[src/rtl/pcie_ss_axis_demux.sv]
// 1:N PCIe SS AXI-S packet demux: steers whole packets to one of NUM_CH outputs by a first-beat header field.
// Optional macro PCIE_SS_AXIS_DEMUX_DEFAULT_ROUTE_EN: deliver out-of-range packets to DEFAULT_CH instead of dropping.
module pcie_ss_axis_demux #(
    parameter int NUM_CH      = 2,
    parameter int PL_DEPTH    = 1,
    parameter int TDATA_WIDTH = 512,
    parameter int TUSER_WIDTH = 10,
    parameter int SEL_LSB     = 0,
    parameter int SEL_FIELD_W = 8,
    parameter int DEFAULT_CH  = 0,
    parameter int CNT_W       = 16
) (
    input  logic                                    clk,
    input  logic                                    rst_n,

    input  logic                                    sink_tvalid_i,
    output logic                                    sink_tready_o,
    input  logic [TDATA_WIDTH-1:0]                  sink_tdata_i,
    input  logic [TDATA_WIDTH/8-1:0]                sink_tkeep_i,
    input  logic                                    sink_tlast_i,
    input  logic [TUSER_WIDTH-1:0]                  sink_tuser_vendor_i,

    output logic [NUM_CH-1:0]                       source_tvalid_o,
    input  logic [NUM_CH-1:0]                       source_tready_i,
    output logic [NUM_CH-1:0][TDATA_WIDTH-1:0]      source_tdata_o,
    output logic [NUM_CH-1:0][TDATA_WIDTH/8-1:0]    source_tkeep_o,
    output logic [NUM_CH-1:0]                       source_tlast_o,
    output logic [NUM_CH-1:0][TUSER_WIDTH-1:0]      source_tuser_vendor_o,

    output logic [CNT_W-1:0]                        drop_cnt_o
);

    localparam int KEEP_W = TDATA_WIDTH / 8;
    localparam int BEAT_W = TUSER_WIDTH + 1 + KEEP_W + TDATA_WIDTH;
    localparam int SEL_W  = $clog2(NUM_CH);
    localparam int LAST_BIT = TDATA_WIDTH + KEEP_W;
    localparam logic [SEL_W-1:0] DEF_IDX = SEL_W'(DEFAULT_CH);

`ifdef PCIE_SS_AXIS_DEMUX_DEFAULT_ROUTE_EN
    localparam bit ROUTE_OOR = 1'b1;
`else
    localparam bit ROUTE_OOR = 1'b0;
`endif

    typedef enum logic {SOP, BODY} state_e;

    // Skid pipeline: element 0 is the sink, element PL_DEPTH is the internal "in" stream
    logic [PL_DEPTH:0]  pl_valid;
    logic [PL_DEPTH:0]  pl_ready;
    logic [BEAT_W-1:0]  pl_data [PL_DEPTH+1];

    assign pl_valid[0]   = sink_tvalid_i;
    assign pl_data[0]    = {sink_tuser_vendor_i, sink_tlast_i, sink_tkeep_i, sink_tdata_i};
    assign sink_tready_o = pl_ready[0];

    for (genvar i = 0; i < PL_DEPTH; i++) begin : g_pl
        logic              main_v_q;
        logic              skid_v_q;
        logic [BEAT_W-1:0] main_q;
        logic [BEAT_W-1:0] skid_q;
        logic              main_load;

        // Upstream ready depends only on skid occupancy, so it is a pure register output
        assign pl_ready[i]     = ~skid_v_q;
        assign pl_valid[i+1]   = main_v_q;
        assign pl_data[i+1]    = main_q;
        assign main_load       = pl_ready[i+1] | ~main_v_q;

        always_ff @(posedge clk) begin
            if (!rst_n) begin
                main_v_q <= 1'b0;
                skid_v_q <= 1'b0;
            end else if (main_load) begin
                main_v_q <= skid_v_q | pl_valid[i];
                skid_v_q <= 1'b0;
            end else if (pl_valid[i] && !skid_v_q) begin
                skid_v_q <= 1'b1;
            end
        end

        always_ff @(posedge clk) begin
            if (main_load) begin
                main_q <= skid_v_q ? skid_q : pl_data[i];
            end else if (pl_valid[i] && !skid_v_q) begin
                skid_q <= pl_data[i];
            end
        end
    end

    logic              in_valid;
    logic              in_ready;
    logic [BEAT_W-1:0] in_beat;
    logic              in_last;

    assign in_valid           = pl_valid[PL_DEPTH];
    assign in_beat            = pl_data[PL_DEPTH];
    assign in_last            = in_beat[LAST_BIT];
    assign pl_ready[PL_DEPTH] = in_ready;

    logic [SEL_FIELD_W-1:0] ch_raw;
    logic                   oor;

    assign ch_raw = in_beat[SEL_LSB +: SEL_FIELD_W];
    assign oor    = 32'(ch_raw) >= NUM_CH;

    state_e             state_q, state_d;
    logic [SEL_W-1:0]   route_q, route_d;
    logic               route_drop_q, route_drop_d;
    logic [CNT_W-1:0]   drop_cnt_q, drop_cnt_d;

    logic [NUM_CH-1:0]  out_valid_q;
    logic [BEAT_W-1:0]  out_beat_q [NUM_CH];
    logic [NUM_CH-1:0]  ordy;
    logic [NUM_CH-1:0]  wr;
    logic [SEL_W-1:0]   dest_idx;
    logic               dest_drop;
    logic               accept;

    assign ordy = ~out_valid_q | source_tready_i;

    // Decode on SOP, otherwise follow the latched route until tlast is accepted
    always_comb begin
        state_d      = state_q;
        route_d      = route_q;
        route_drop_d = route_drop_q;
        drop_cnt_d   = drop_cnt_q;
        wr           = '0;
        dest_idx     = route_q;
        dest_drop    = route_drop_q;

        if (state_q == SOP) begin
            dest_idx  = oor ? DEF_IDX : ch_raw[SEL_W-1:0];
            dest_drop = oor & ~ROUTE_OOR;
        end

        in_ready = dest_drop | ordy[dest_idx];
        accept   = in_valid & in_ready;

        if (accept) begin
            if (!dest_drop) begin
                wr[dest_idx] = 1'b1;
            end
            if (state_q == SOP) begin
                if (oor && drop_cnt_q != '1) begin
                    drop_cnt_d = drop_cnt_q + CNT_W'(1);
                end
                if (!in_last) begin
                    state_d      = BODY;
                    route_d      = dest_idx;
                    route_drop_d = dest_drop;
                end
            end else if (in_last) begin
                state_d = SOP;
            end
        end
    end

    always_ff @(posedge clk) begin
        if (!rst_n) begin
            state_q      <= SOP;
            route_q      <= '0;
            route_drop_q <= 1'b0;
            drop_cnt_q   <= '0;
        end else begin
            state_q      <= state_d;
            route_q      <= route_d;
            route_drop_q <= route_drop_d;
            drop_cnt_q   <= drop_cnt_d;
        end
    end

    always_ff @(posedge clk) begin
        if (!rst_n) begin
            out_valid_q <= '0;
        end else begin
            for (int c = 0; c < NUM_CH; c++) begin
                if (wr[c]) begin
                    out_valid_q[c] <= 1'b1;
                end else if (ordy[c]) begin
                    out_valid_q[c] <= 1'b0;
                end
            end
        end
    end

    always_ff @(posedge clk) begin
        for (int c = 0; c < NUM_CH; c++) begin
            if (wr[c]) begin
                out_beat_q[c] <= in_beat;
            end
        end
    end

    for (genvar c = 0; c < NUM_CH; c++) begin : g_out
        assign source_tdata_o[c]        = out_beat_q[c][TDATA_WIDTH-1:0];
        assign source_tkeep_o[c]        = out_beat_q[c][TDATA_WIDTH +: KEEP_W];
        assign source_tlast_o[c]        = out_beat_q[c][LAST_BIT];
        assign source_tuser_vendor_o[c] = out_beat_q[c][LAST_BIT+1 +: TUSER_WIDTH];
    end

    assign source_tvalid_o = out_valid_q;
    assign drop_cnt_o      = drop_cnt_q;

endmodule

[config.mk]
export PLATFORM = sky130hd
export DESIGN_NAME = pcie_ss_axis_demux
export DESIGN_NICKNAME = d
export VERILOG_FILES = /design/src/rtl/pcie_ss_axis_demux.sv
export SDC_FILE = /design/constraint.sdc
export NUM_CORES = 2
export LEC_CHECK = 0
export CAP_MARGIN = 0
export CELL_PAD_IN_SITES_DETAIL_PLACEMENT = 1
export CELL_PAD_IN_SITES_GLOBAL_PLACEMENT = 1
export CORE_AREA = 8 8 680 682
export CTS_BUF_LIST = sky130_fd_sc_hd__clkbuf_4 sky130_fd_sc_hd__clkbuf_8
export CTS_CLUSTER_DIAMETER = 80
export DETAILED_ROUTE_END_ITERATION = 10
export DIE_AREA = 0 0 688 690
export PLACE_DENSITY_LB_ADDON = 0.3
export SLEW_MARGIN = 30
export SYNTH_ARGS = -nofsm -noshare
export SYNTH_HDL_FRONTEND = slang
export SYNTH_SLANG_ARGS = --single-unit
[constraint.sdc]
create_clock -name clk -period 69.8 [get_ports clk]
set_input_delay 6.98 -clock clk [delete_from_list [all_inputs] [get_ports clk]]
set_output_delay 6.98 -clock clk [all_outputs]
set_load 0.01 [all_outputs]
# Word level (Yosys, flattened, before mapping)

Memories as Yosys holds them, arrays and structs flattened.
Index checks and enable logic that the tools add are counted.

Add/subtract/negate cells: 1
Order comparisons: 3
Eq/ne operators: 1
Multiplexer cells: 22
Bitwise logic cells: 12
Reductions and logical operators: 11

Operators with widths:

| operator                | count |
|---|---|
| $mux W587               | 2 |
| $reduce_or A587 Y1      | 1 |
| $mux W1                 | 17 |
| $add A16 B1 Y16 const B | 1 |
| $ne A16 B16 Y1 const B  | 1 |
| $ge A8 B2 Y1 const B    | 1 |
| $not A1 Y1              | 6 |
| $reduce_and A3 Y1       | 2 |
| $mux W2                 | 2 |
| $reduce_bool A2 Y1      | 2 |
| $logic_and A1 B1 Y1     | 3 |
| $or A1 B1 Y1            | 3 |
| $lt A1 B2 Y1 const B    | 1 |
| $not A2 Y2              | 1 |
| $or A2 B2 Y2            | 1 |
| $reduce_and A2 Y1       | 1 |
| $reduce_or A2 Y1        | 1 |
| $and A1 B1 Y1           | 1 |
| $demux W1 S1            | 1 |
| $ge A1 B1 Y1 const B    | 1 |
| $logic_not A1 Y1        | 1 |

Register bits: 1197
Memory bits (writable): 1174
Input bits: 592
Output and inout port bits: 1193
Logic and storage cells: 61
Memories: 1

Memory list:

| name       | depth | bits a word | rd ports | clocked after memory_dff | write ports | RTL line | RTL |
|---|---|---|---|---|---|---|---|
| out_beat_q | 2     | 587         | 2        | 0                        | 1           | 112      | `logic [BEAT_W-1:0] out_beat_q [NUM_CH];` |

# Logic depth before layout (Yosys ltp)

Depth in word-level cells: 13
Depth in mapped cells: 7
Depth with buffers taken out: 5

# Least setup slack after synthesis

OpenSTA, ideal clock, no wires.

Path kind: input -> register
Start: input source_tready_i[0]
End: register g_pl[0].skid_q[0], enable pin
Library setup time: 6.653 ns
Arrival time: 48.329 ns
Required time: 63.147 ns
Slack: 14.817 ns
Stages on the path: 4
Path buffers: 0
Cell sequence: nand2b_1 -> mux2i_1 -> nand3_2 -> nor3b_2

Longest elaborated chain between the ends: 7

RTL lines:

| item                                        | RTL line | RTL |
|---|---|---|
| start: declaration                          | 24       | `input logic [NUM_CH-1:0] source_tready_i,` |
| $or A2 B2 Y2                                | 119      | `assign ordy = ~out_valid_q \| source_tready_i;` |
| $mux W1 (not written as such) (2 in series) | 136      | `in_ready = dest_drop \| ordy[dest_idx];` |
| $or A1 B1 Y1                                | 136      |  |
| $or A1 B1 Y1                                | 67       | `assign main_load = pl_ready[i+1] \| ~main_v_q;` |
| via g_pl[0].main_load                       | 61       | `logic main_load;` |
| $not A1 Y1 (no line)                        | -        |  |
| $reduce_and A2 Y1 (no line)                 | -        |  |
| end signal: assignment                      | 85       | `skid_q <= pl_data[i];` |
| end: declaration                            | 60       | `logic [BEAT_W-1:0] skid_q;` |

The timed path passes the listed nets, and every way through them passes these cells. The select of a mux whose other input is x is not followed.
A chain may end at the register's enable or synchronous reset.

# Final worst setup path

Start: input source_tready_i[1]
End: register g_pl[0].skid_q[114], enable pin

The elaborated chain is that of the path after synthesis.

==> out/metrics.yaml <==
outcome:
  status: "finished, final reports clean"
cells_and_area:
  final_util: 0.2493
  final_common_cell: "edfxtp_1"
  nets: 5920
  syn_to_final_growth_pct: 42.98
  drive_gt1_frac: 0.2295
  layout_common_cells: "edfxtp_1, clkdlybuf4s50_1, mux2_2"
sta:
  rsz0062_at_grt: "no"
  finalMaxSlewViolations: 0
  skew_ps: 104.1
  slew_headroom: 0.2741
  setup_viol: 0
  hold_viol_final: 0
  fin_crit_ps: 13080
  fin_setup_tns_ps: 0
  tightest_slew_ps: 1089
  layout_setup_ws_ps: 56720
  finalCritPeriodShare: 0.1875
  clock.fmax_mhz: 76.42
route:
  num_vias: 40980
  drc: 0
  drtPass1Iterations: 7
  viasPerCell: 3.520
  first_iter_violations: 2743
  antenna_left: 0
  wl_per_cell_um: 28.12
  drt-total-wl_um: 327500
global_routing:
  grt_pass1_wl_um: 424100
  antenna_found_initial: 139
  grt_pass1_vias: 43790
  grt.overflow.total: 0
  track_usage: 0.1311
  grt_max_degree: 133
worst_setup_path:
  cp-startpoint: "source_tready_i[1]"
  worst-setup-path-type: "in2reg"
  cp_max_fo: 64
  r2r_start: "g_pl[0].main_q[6]$_DFFE_PP_"
  cp.required_ps: 70380
  critPathCaptureType: "flop"
  critPathArrivalTime_ps: 13670
  start_kind: "primary input"
floorplan:
  die_area_um2: 474700
  die_h_um: 690
  coreArea_um2: 451200
  row_count: 247
  initial_utilization: 0.1744
  die_w_um: 688
  io_pins: 1785
logic_synthesis:
  synth_seq_cells: 2371
  yosys_warnings: 0
  yosysUniqueCellTypes: 40
  synthCells: 3143
  synthFlopType: "edfxtp_1"
  syn-num-nets: 3736
  synthArstFlopShare: 0
  synth_edf_count: 2348
  synthesis.area_um2: 78670
  syn_avg_cell_area_um2: 25.03
  ys_seq_area_frac: 0.9021
placed_design:
  dp_hpwl_um: 251700
  io_buffers: 1784
  post-place-ws_ps: 55550
  place.gp.congestion: 0.8309
min_path:
  hold_class: "reg2reg"
  hp-start: "g_pl[0].main_q[325]$_DFFE_PP_"
flow_run:
  drv_cap: 0
clocking:
  cts.path.max_buffers: 4
  cts.sinks: 2371
  clk_latency_ps: 1060
  clk_pin_slew_ps: 60
  htreeDepth: 5
  post-cts-setup-buffers: 0
  cts_tree: "yes"
  postCtsHoldBufs: 0
  cts_root_buffer: "clkbuf_8"
  cts_made_buffers: 412
  post_cts_resized: 0
power_and_ir_drop:
  leakage_nw: 36.11
  ir_worst_vdd_mv: 0.01502
  powerDensity_nw_per_um2: 26.65
  power_mw: 2.997
## final cells by class
class | count | area, µm²
inverters | 4 | 15.01
clock inverters | 182 | 1515
diodes | 30 | 75.07
clock buffers | 543 | 6698
well taps | 5976 | 7477
fillers | 47600 | 338700
multi-input cells | 696 | 7383
flip-flops and latches | 2371 | 70970
repair buffers | 1842 | 18350
## path summary, 6_finish.rpt
kind                                                       to  slack, ps  depth (start not counted)
worst max-delay path            g_pl[0].skid_q[114]$_DFFE_PP_      56720                         11
worst min-delay path             out_beat_q[0][325]$_DFFE_PP_        400                          0
worst max register to register  g_pl[0].skid_q[114]$_DFFE_PP_      62240                         10
worst min register to register   out_beat_q[0][325]$_DFFE_PP_        400                          0
## metal layers
layer	up-vias	wire (µm)	share of wire	GRT usage
li1	17260	-	-	-
met1	21390	121000	0.37	0.1433
met2	1771	170700	0.52	0.2403
met3	512	28330	0.087	0.04810
met4	50	7063	0.022	0.02924
met5	-	335	0.0010	0
## cell families after synthesis
family	share of synthesized area
and+or+nand+nor	0.005010
adders and majority gates	0.0001590
AOI/OAI and AO/OA	0.003483
buffers and inverters	0.004485
muxes	0.08478
DFF	0.9021
## flip-flops by register name, summed over array words and instances (netlist names)
signal	flops
out_beat_q	1174
state_q	1
drop_cnt_o	16
g_pl.skid_v_q	1
source_tvalid_o	2
route_q	1
route_drop_q	1
g_pl.main_q	587
g_pl.main_v_q	1
g_pl.skid_q	587
## per-stage QoR
| step | hold slack [ps] | instance area (µm²) | instances |
|---|---|---|---|
| 3_5_place_dp | 430.6 | 104200 | 10890 |
| 6_report | 398.5 | 112500 | 11640 |
| 5_1_grt | 401.2 | 112400 | 11630 |
| 3_3_place_gp | 425.0 | 104200 | 10890 |
| 2_1_floorplan | 421.5 | 78670 | 3143 |
| 4_1_cts | 382.4 | 112400 | 11610 |
## power breakdown
group / switching [mW] / leakage (nW) / total, mW / internal [mW]
Sequential: 0.0281 / 22.2 / 1.62 / 1.59
Clock: 0.605 / 4.32 / 1.30 / 0.696
Combinational: 0.0297 / 9.54 / 0.0785 / 0.0489
Total: 0.663 / 36.1 / 3.00 / 2.33
## cell usage after synthesis, types with 4 or more instances
library cell,count,share of area
or4_1,5,0.00048
edfxtp_1,2348,0.90
buf_2,42,0.0027
or3_1,5,0.00040
nor4_1,4,0.00032
nand2b_1,10,0.00080
clkbuf_1,28,0.0013
nor2_1,4,0.00019
mux2i_1,6,0.00076
o31ai_1,7,0.00067
a21oi_1,13,0.00083
inv_1,4,0.00019
o21ai_0,4,0.00025
nand3_1,7,0.00045
dfxtp_1,23,0.0059
nand4_1,6,0.00048
mux2_2,587,0.084
nand2_1,8,0.00038
## critical path, stage by stage
cell             delay, ps
clkdlybuf4s50_1        490
nand2b_1               210
mux2i_1                390
nand3_4                550
nor3b_4                390
buf_4                  720
buf_4                  650
buf_4                  700
buf_4                  580
buf_4                  780
buf_4                  840
Power figures use the tool's default switching activity.
